**src/rtl/bist_pkg.sv**
```systemverilog
// Shared types and default constants for the BIST pattern controller.
// The defaults describe an 8-bit Galois LFSR, x^8+x^6+x^5+x^4+1, seeded with all ones.
package bist_pkg;

  typedef enum logic [1:0] {
    S_IDLE  = 2'd0,
    S_RUN   = 2'd1,
    S_DRAIN = 2'd2,
    S_DONE  = 2'd3
  } bist_state_e;

  localparam int unsigned DEF_WIDTH = 8;
  localparam logic [7:0]  DEF_SEED  = 8'hFF;
  localparam logic [7:0]  DEF_TAPS  = 8'hB8;

endpackage

```
**src/rtl/bist_lfsr_step.sv**
```systemverilog
// One combinational Galois shift step with an extra XOR input.
// The LFSR uses it with xor_i tied to zero; the MISR feeds the response word into xor_i.
module bist_lfsr_step
  import bist_pkg::*;
#(
  parameter int unsigned      WIDTH = DEF_WIDTH,
  parameter logic [WIDTH-1:0] TAPS  = WIDTH'(DEF_TAPS)
) (
  input  logic [WIDTH-1:0] state_i,
  input  logic [WIDTH-1:0] xor_i,
  output logic [WIDTH-1:0] next_o
);

  assign next_o = {1'b0, state_i[WIDTH-1:1]} ^ ({WIDTH{state_i[0]}} & TAPS) ^ xor_i;

endmodule

```
**src/rtl/bist_pattern_ctrl.sv**
```systemverilog
// BIST source stage: streams LFSR patterns over ready/valid, compacts responses in a MISR,
// and reports signature, pass and drain timeout once per run.
module bist_pattern_ctrl
  import bist_pkg::*;
#(
  parameter int unsigned      WIDTH          = DEF_WIDTH,
  parameter int unsigned      PATTERN_COUNT  = 255,
  parameter logic [WIDTH-1:0] SEED           = WIDTH'(DEF_SEED),
  parameter logic [WIDTH-1:0] TAPS           = WIDTH'(DEF_TAPS),
  parameter logic [WIDTH-1:0] GOLDEN_SIG     = {WIDTH{1'b0}},
  parameter int unsigned      TIMEOUT_CYCLES = 1024
) (
  input  logic             clk,
  input  logic             rst_n,
  input  logic             start,
  input  logic             pat_ready,
  input  logic             resp_valid,
  input  logic [WIDTH-1:0] resp_data,
  output logic [WIDTH-1:0] bist_data,
  output logic             bist_valid,
  output logic             bist_sel,
  output logic             busy,
  output logic             done,
  output logic             pass,
  output logic             timeout,
  output logic [WIDTH-1:0] signature
);

  localparam int unsigned     PCW        = $clog2(PATTERN_COUNT + 1);
  localparam int unsigned     DCW        = $clog2(TIMEOUT_CYCLES);
  localparam logic [PCW-1:0]  PAT_LAST   = PCW'(PATTERN_COUNT);
  localparam logic [DCW-1:0]  DRAIN_LAST = DCW'(TIMEOUT_CYCLES - 1);

  bist_state_e      state_q, state_d;
  logic [WIDTH-1:0] lfsr_q, lfsr_d;
  logic [WIDTH-1:0] misr_q, misr_d;
  logic [PCW-1:0]   pat_cnt_q, pat_cnt_d;
  logic [PCW-1:0]   resp_cnt_q, resp_cnt_d;
  logic [DCW-1:0]   drain_cnt_q, drain_cnt_d;
  logic [WIDTH-1:0] bist_data_q, bist_data_d;
  logic             bist_valid_q, bist_valid_d;
  logic             active_q, active_d;
  logic             done_q, done_d;
  logic             pass_q, pass_d;
  logic             timeout_q, timeout_d;
  logic [WIDTH-1:0] signature_q, signature_d;

  logic [WIDTH-1:0] lfsr_step_s;
  logic [WIDTH-1:0] misr_step_s;
  logic             resp_take_s;

  bist_lfsr_step #(.WIDTH(WIDTH), .TAPS(TAPS)) u_lfsr_step (
    .state_i (lfsr_q),
    .xor_i   ({WIDTH{1'b0}}),
    .next_o  (lfsr_step_s)
  );

  bist_lfsr_step #(.WIDTH(WIDTH), .TAPS(TAPS)) u_misr_step (
    .state_i (misr_q),
    .xor_i   (resp_data),
    .next_o  (misr_step_s)
  );

  assign resp_take_s = resp_valid && ((state_q == S_RUN) || (state_q == S_DRAIN))
                       && (resp_cnt_q < PAT_LAST);

  // Next-state, datapath and registered-output decode
  always_comb begin
    state_d     = state_q;
    lfsr_d      = lfsr_q;
    misr_d      = misr_q;
    pat_cnt_d   = pat_cnt_q;
    resp_cnt_d  = resp_cnt_q;
    drain_cnt_d = drain_cnt_q;
    pass_d      = pass_q;
    timeout_d   = timeout_q;
    signature_d = signature_q;

    // The MISR is evaluated first so DRAIN sees a response landing this very cycle.
    if (resp_take_s) begin
      misr_d     = misr_step_s;
      resp_cnt_d = resp_cnt_q + PCW'(1);
    end else begin
      misr_d     = misr_q;
      resp_cnt_d = resp_cnt_q;
    end

    case (state_q)
      S_IDLE: begin
        if (start) begin
          state_d    = S_RUN;
          lfsr_d     = SEED;
          misr_d     = {WIDTH{1'b0}};
          pat_cnt_d  = {PCW{1'b0}};
          resp_cnt_d = {PCW{1'b0}};
          pass_d     = 1'b0;
          timeout_d  = 1'b0;
        end else begin
          state_d = S_IDLE;
        end
      end
      S_RUN: begin
        if (pat_ready) begin
          lfsr_d    = lfsr_step_s;
          pat_cnt_d = pat_cnt_q + PCW'(1);
          if (pat_cnt_d == PAT_LAST) begin
            state_d     = S_DRAIN;
            drain_cnt_d = {DCW{1'b0}};
          end else begin
            state_d = S_RUN;
          end
        end else begin
          state_d = S_RUN;
        end
      end
      S_DRAIN: begin
        if (resp_cnt_d == PAT_LAST) begin
          state_d   = S_DONE;
          timeout_d = 1'b0;
        end else if (drain_cnt_q == DRAIN_LAST) begin
          state_d   = S_DONE;
          timeout_d = 1'b1;
        end else begin
          drain_cnt_d = drain_cnt_q + DCW'(1);
        end
      end
      S_DONE: begin
        state_d     = S_IDLE;
        signature_d = misr_q;
        pass_d      = (misr_q == GOLDEN_SIG) && !timeout_q;
      end
      default: begin
        state_d = S_IDLE;
      end
    endcase

    active_d     = (state_d != S_IDLE);
    bist_valid_d = (state_d == S_RUN);
    bist_data_d  = bist_valid_d ? lfsr_d : {WIDTH{1'b0}};
    done_d       = (state_d == S_DONE);
  end

  // State, datapath and output registers
  always_ff @(posedge clk or negedge rst_n) begin
    if (!rst_n) begin
      state_q      <= S_IDLE;
      lfsr_q       <= SEED;
      misr_q       <= {WIDTH{1'b0}};
      pat_cnt_q    <= {PCW{1'b0}};
      resp_cnt_q   <= {PCW{1'b0}};
      drain_cnt_q  <= {DCW{1'b0}};
      bist_data_q  <= {WIDTH{1'b0}};
      bist_valid_q <= 1'b0;
      active_q     <= 1'b0;
      done_q       <= 1'b0;
      pass_q       <= 1'b0;
      timeout_q    <= 1'b0;
      signature_q  <= {WIDTH{1'b0}};
    end else begin
      state_q      <= state_d;
      lfsr_q       <= lfsr_d;
      misr_q       <= misr_d;
      pat_cnt_q    <= pat_cnt_d;
      resp_cnt_q   <= resp_cnt_d;
      drain_cnt_q  <= drain_cnt_d;
      bist_data_q  <= bist_data_d;
      bist_valid_q <= bist_valid_d;
      active_q     <= active_d;
      done_q       <= done_d;
      pass_q       <= pass_d;
      timeout_q    <= timeout_d;
      signature_q  <= signature_d;
    end
  end

  assign bist_data  = bist_data_q;
  assign bist_valid = bist_valid_q;
  assign bist_sel   = active_q;
  assign busy       = active_q;
  assign done       = done_q;
  assign pass       = pass_q;
  assign timeout    = timeout_q;
  assign signature  = signature_q;

endmodule

```
**config.mk**
```make
export PLATFORM = sky130hd
export DESIGN_NAME = bist_pattern_ctrl
export DESIGN_NICKNAME = d
export VERILOG_FILES = /design/src/rtl/bist_pkg.sv /design/src/rtl/bist_lfsr_step.sv /design/src/rtl/bist_pattern_ctrl.sv
export SDC_FILE = /design/constraint.sdc
export NUM_CORES = 1
export LEC_CHECK = 0
export ABC_AREA = 1
export BUFFER_PORTS_ARGS = -buffer_cell sky130_fd_sc_hd__buf_4
export CORE_MARGIN = 1.5
export CORE_UTILIZATION = 53
export CTS_BUF_LIST = sky130_fd_sc_hd__clkbuf_4 sky130_fd_sc_hd__clkbuf_8 sky130_fd_sc_hd__clkbuf_16
export DETAILED_ROUTE_END_ITERATION = 8
export HOLD_SLACK_MARGIN = 0.02
export PLACE_DENSITY = 0.76
export RECOVER_POWER = 50
export SYNTH_ARGS = -nofsm -noshare
export SYNTH_HDL_FRONTEND = slang
export SYNTH_HIERARCHICAL = 1
export SYNTH_SLANG_ARGS = --single-unit
```
**constraint.sdc**
```tcl
create_clock -name clk -period 1.9 [get_ports clk]
set_input_delay 0.095 -clock clk [delete_from_list [all_inputs] [get_ports clk]]
set_output_delay 0.095 -clock clk [all_outputs]
set_load 0.02 [all_outputs]
```
======== Word level (Yosys, flattened, before mapping) ========
Index checks and enable logic that the tools add are counted.
storage, ports and cells
  register bits after elaboration ......... 65
  logic and storage cells ................. 79
  input port bits ......................... 13
cells by class
  reductions and logical operators ........ 16
  multiplexer cells ....................... 29
  bitwise logic cells ..................... 3
  order comparisons ....................... 1
  equal/unequal tests ..................... 14
  add/subtract/negate cells ............... 3
operators with widths
  operator                                                         number
  8-bit 2-to-1 mux                                                 11
  10-bit 2-to-1 mux                                                4
  8-bit one-hot mux with 2 select lines                            2
  10-bit one-hot mux with 2 select lines                           1
  8-bit by 1-bit adder with 8-bit output, second input constant    2
  8-bit == test, second input constant                             2
  7-bit by 8-bit XOR with 8-bit output                             2
  10-bit by 1-bit adder with 10-bit output, second input constant  1
  10-bit == test, second input constant                            1
  2-bit nonzero test                                               5
  8-bit logical NOT                                                1
  8-bit less-than comparator, second input constant                1
  2-bit 2-to-1 mux                                                 4
  2-bit != test, second input constant                             4
  2-bit one-hot mux with 4 select lines                            1
  8-bit XOR                                                        1
  2-bit == test, second input constant                             3
  3-bit AND reduction                                              2
  5-bit AND reduction                                              1
  2-bit by 1-bit == test with 1-bit output, second input constant  2
  1-bit 2-to-1 mux                                                 4
  1-bit one-hot mux with 2 select lines                            2
  1-bit logical AND                                                3
  3-bit by 1-bit != test with 1-bit output, second input constant  1
  other kinds (5)                                                  5

======== Logic depth before layout (Yosys ltp) ========
  depth after elaboration ................. 10
  mapped depth ............................ 16

======== By module ========
Netlist, hierarchy kept.
by module, submodules not included
  module             area an instance (um2)  seq. area each (um2)  cells each  instances
  bist_pattern_ctrl  3273.1                  1636.6                407         1
  bist_lfsr_step     141.4                   0.0                   30          2

======== Worst setup path after synthesis ========
OpenSTA, ideal clock, no wires.
  path type ............................... register to register
  start ................................... register state_q[0]
  end ..................................... register bist_data_q[0] (netlist: bist_data[0])
  data arrival time ....................... 1.855 ns
  stages on the path, launching flop included .. 17
  data required time ...................... 1.828 ns
  slack ................................... -0.027 ns
  cell sequence ........................... dfrtp_1 -> inv_1 -> ha_1 -> nand2_1 -> inv_1 -> nand2_4 -> inv_2 -> nand2_1 -> nand2_1 -> nand2_1 -> nor2_2 -> nand2_1 -> nand2_1 -> nand2_1 -> nand2_2 -> nand3_4 -> nor2_2
between the ends
  longest elaborated chain between the ends .. 10
  elaborated cells on any way between the ends .. 15
  classes of those cells .................. eq/ne: 5; mux: 6; reduce/logical: 4
RTL lines
  element                                                                    line                                              RTL
  start: declaration                                                         bist_pattern_ctrl.sv:34                           bist_state_e state_q, state_d;
  start signal: assignment                                                   bist_pattern_ctrl.sv:160                          state_q <= state_d;
  2-bit by 1-bit == test with 1-bit output or 2-bit == test (tied branches)  bist_pattern_ctrl.sv:64, bist_pattern_ctrl.sv:88
  1-bit logical OR                                                           bist_pattern_ctrl.sv:64                           assign resp_take_s = resp_valid && ((state_q == S_RUN) || (state_q == S_DRAIN))
  1-bit logical AND                                                          bist_pattern_ctrl.sv:64
  1-bit logical AND                                                          bist_pattern_ctrl.sv:65                           && (resp_cnt_q < PAT_LAST);
  8-bit 2-to-1 mux                                                           bist_pattern_ctrl.sv:80                           if (resp_take_s) begin
  8-bit == test                                                              bist_pattern_ctrl.sv:117                          if (resp_cnt_d == PAT_LAST) begin
  2-bit 2-to-1 mux                                                           bist_pattern_ctrl.sv:117
  2-bit one-hot mux with 4 select lines                                      bist_pattern_ctrl.sv:88                           case (state_q)
  2-bit by 1-bit == test with 1-bit output                                   bist_pattern_ctrl.sv:138                          bist_valid_d = (state_d == S_RUN);
  8-bit 2-to-1 mux *                                                         bist_pattern_ctrl.sv:139                          bist_data_d = bist_valid_d ? lfsr_d : {WIDTH{1'b0}};
  named net bist_data_d[0]                                                   bist_pattern_ctrl.sv:40                           logic [WIDTH-1:0] bist_data_q, bist_data_d;
  end signal: assignment                                                     bist_pattern_ctrl.sv:152                          bist_data_q <= {WIDTH{1'b0}};
  end signal: assignment                                                     bist_pattern_ctrl.sv:166                          bist_data_q <= bist_data_d;
  end: declaration                                                           bist_pattern_ctrl.sv:40
Mark *: on every way through the listed nets, which the timed path passes. The rest lies on a longest branch.
A chain may end at the register's enable or synchronous reset.

======== Final worst setup path ========
  start ................................... register state_q[1]
  end ..................................... register bist_data_q[0] (netlist: bist_data[0])
The elaborated chain is that of the path after synthesis.

==> results by group <==
Placed design
  – RD Place Congestion: 0.893
  – Input/output buffers: 34
  – DP HPWL: 5500 um
  – Dpl cells: 610

GRT
  – Total gr overflow: 0
  – Initial antenna violation count: 0
  – M2 GR Usage: 0.420
  – Pin count of the biggest net entering global routing: 66
  – First-pass GRT wire length: 13700 um
  – Vias in the first global route: 3169
  – Routing usage on met1: 0.301
  – Met3 Track Usage GR: 0.0477
  – Overall routing resource usage: 0.240
  – GRT busiest layer: met2

Clock network
  – H-tree Lvls: 3
  – CTS Root Cell: clkbuf_8
  – CTS Sinks: 65
  – Worst skew pair latency: 0.34 ns
  – Inserted Clock Buffers: 9
  – Clock transition at path regs: 0.07 ns
  – Clk buf depth: 2
  – CTS tree: done

Status
  – Status: complete, but fails checks
  – Failing checks: DRC, setup timing

Layout
  – Area of the multi-input gates: 1810 sq um
  – Post-route insts no fill: 632
  – Fill cell total of the finished layout: 523
  – # diodes: 0
  – Area delta synth->final: 25.4%
  – Layout cells sized above 1: 0.234
  – Final Util: 0.694
  – Register area: 1640 sq um
  – Number of nets in the layout: 571

Yosys
  – Synthesized flop and latch total: 65
  – Post-synthesis sequential area ratio: 0.460
  – Number of distinct library cells after synthesis: 33
  – Top cells by count, synth: nand2_1, inv_1, dfrtp_1
  – Top-count cell post-synth: nand2_1
  – Avg Inst Size Synth: 7.61 sq um
  – Dominant cells by area after synthesis: dfrtp_1, nand2_1, inv_1
  – Yosys top cell area share: 0.401
  – Post-synth top area cell: dfrtp_1
  – Top_reg_cell synth: dfrtp_1
  – Cells after Synth: 467
  – Warnings, synthesis: 6
  – Post-synth EDFFs: 0
  – Synth Cell Area: 3560 sq um
  – Synth async-reset ratio: 1.00

STA
  – Final setup fails: 23
  – Max-slew headroom: 0.0539
  – Final setup margin: -0.180 ns
  – Slew @ Worst Pin: 1.42 ns
  – Tmin final: 2.08 ns
  – Unrepaired setup endpoints after global routing: yes
  – Skew final: 0.00716 ns
  – Final hold violation count: 0
  – F_max: 481 MHz
  – Tcrit/Tclk final: 1.09
  – Slew Viols, Final: 0

Worst setup path
  – Critical path arrival: 2.35 ns
  – Endpoint class of the critical path: flop
  – CP Cell Sequence: inv_2 > ha_4 > nand2_8 > nor2_4 > nand2_1 > nand2_1 > nand4_1 > nor2_4 > nand2_2 > nand2_2 > nand2_2 > nand2_4 > nand3_4 > nor2_2
  – Maximum net fanout on the critical path: 6
  – CP peak stage delay: 0.37 ns
  – CP Launch Point: state_q[1]$_DFF_PN0_
  – Slowest CP cell: dfrtp_1
  – Reg2reg start: state_q[1]$_DFF_PN0_
  – Crit-path most repeated cell: nand2_2
  – Startpoint Class: flop
  – Critical path class: flop to flop
  – Worst endpoint required time: 2.17 ns

Power and ir drop
  – Worst vdd ir: 670 uV
  – Total power: 5.52 mW
  – Power Density: 1240 nW/um^2
  – Leakage: 2.20 nW

Floorplanning
  – DIE HEIGHT: 84.9 um
  – Initial core utilization: 0.554
  – Ports: 35
  – Num rows: 29
  – Die area: 7210 sq um
  – Die W: 84.9 um
  – Core area: 6420 sq um

Drt
  – Routed WL: 8220 um
  – Vias: 3220
  – Initial drt markers: 253
  – Final antenna-violating net count: 0
  – WL/cell: 13.0 um
  – Drt pass-1 iters: 6
  – Routed vias/inst: 5.09
  – Residual DRC count: 4

Worst hold path
  – Worst min path class: primary input to flop
  – Hold_sp: resp_data[0]

Job
  – Max-capacitance violation count: 0
-- worst max-delay path, delay by kind of cell (launching register included) --
family,cells,cell delay (ns)
DFF,1,0.37
adders and majority gates,1,0.29
buffers and inverters,1,0.06
and+or+nand+nor,12,1.30
-- routing by layer --
metal	vias up	part of all wire
li1	1627	-
met1	1513	0.44
met2	69	0.51
met3	11	0.041
met4	0	0.015
met5	-	0
-- final timing paths --
kind                                            end  slack, ns  cells past startpoint
max                          bist_data[0]$_DFF_PN0_      -0.18                     14
min                             misr_q[0]$_DFF_PN0_       0.12                      4
max reg2reg                  bist_data[0]$_DFF_PN0_      -0.18                     14
min reg2reg                signature[2]$_DFFE_PN0P_       0.47                      2
max in group asynchronous  pat_cnt_q[2]$_DFFE_PN0P_       0.33                      2
min in group asynchronous  pat_cnt_q[1]$_DFFE_PN0P_       0.63                      2
-- cell type report --
| type | count | share of cell area |
|---|---|---|
| inverter | 71 | 0.0609 |
| timing repair buffer | 69 | 0.0994 |
| clock inverter | 6 | 0.0129 |
| sequential | 65 | 0.367 |
| clock buffer | 10 | 0.0309 |
| tap | 77 | 0.0216 |
| multi-input combinational | 334 | 0.407 |
-- metrics by stage --
| step | hold slack (ns) | instance area, sq um | worst slack, ns | TNS, ns |
|---|---|---|---|---|
| floorplan | -0.201 | 3590 | 0.00204 | 0 |
| global placement | 0.235 | 4130 | -0.119 | -1.83 |
| detailed placement | 0.239 | 4130 | -0.250 | -4.53 |
| CTS | 0.109 | 4420 | -0.126 | -1.13 |
| global route | 0.141 | 4460 | -0.302 | -6.36 |
| finish | 0.120 | 4460 | -0.180 | -3.11 |
-- placed cells by master, fill, tap and decap left out, types with 2 or more instances in the layout --
| cell type | instances |
|---|---|
| nand2_2 | 11 |
| clkbuf_1 | 22 |
| nor2_4 | 5 |
| nor3_1 | 2 |
| xor2_2 | 2 |
| clkinv_1 | 2 |
| a21oi_1 | 7 |
| nand3_4 | 2 |
| buf_6 | 2 |
| dfstp_2 | 8 |
| inv_2 | 8 |
| nand3_1 | 25 |
| nand4_1 | 8 |
| nand3b_1 | 2 |
| conb_1 | 11 |
| buf_4 | 43 |
| ha_4 | 2 |
| dfrtp_1 | 56 |
| nand2_4 | 3 |
| nor2_1 | 33 |
| ha_1 | 6 |
| nand2_1 | 130 |
| inv_1 | 60 |
| clkinv_2 | 4 |
| o22ai_1 | 4 |
| or2_2 | 3 |
| o21ai_1 | 14 |
| nor4_1 | 4 |
| o21ai_0 | 18 |
| clkbuf_8 | 10 |
| nand3_2 | 8 |
| xor2_1 | 11 |
| and3_1 | 7 |
| nor2_2 | 12 |
-- logic make-up after synthesis --
| family | after synthesis | synth area share |
|---|---|---|
| AO/OA/AOI/OAI | 45 | 0.0669 |
| flip-flops | 65 | 0.460 |
| buffers and inverters | 79 | 0.0862 |
| adder cells (fa/ha/maj) | 8 | 0.0282 |
| XOR/XNOR | 13 | 0.0320 |
| AND/OR/NAND/NOR | 256 | 0.325 |
| other | 1 | 0.00105 |
-- repair_timing --
action	4_1_cts	5_1_grt
resized for setup	18	28
setup endpoints to repair	23	24
setup buffers	1	3
endpoints found under the hold margin	57	0
pin swaps	7	13
cloned	1	0
hold buffers	1	0
-- sequential cells by signal (all words and copies together) (netlist names) --
signal and count:
signature 8, pass 1, timeout 1, resp_cnt_q 8, bist_data 8, done 1
bist_sel 1, misr_q 8, lfsr_q 8, bist_valid 1, drain_cnt_q 10, pat_cnt_q 8
state_q 2
-- report_power, final --
group	switching [mW]	internal (mW)	leakage (nW)
clock network	0.541	0.632	0.102
registers	0.317	1.82	0.833
logic	1.35	0.864	1.26
No activity file was read; power rests on OpenSTA's default activity.
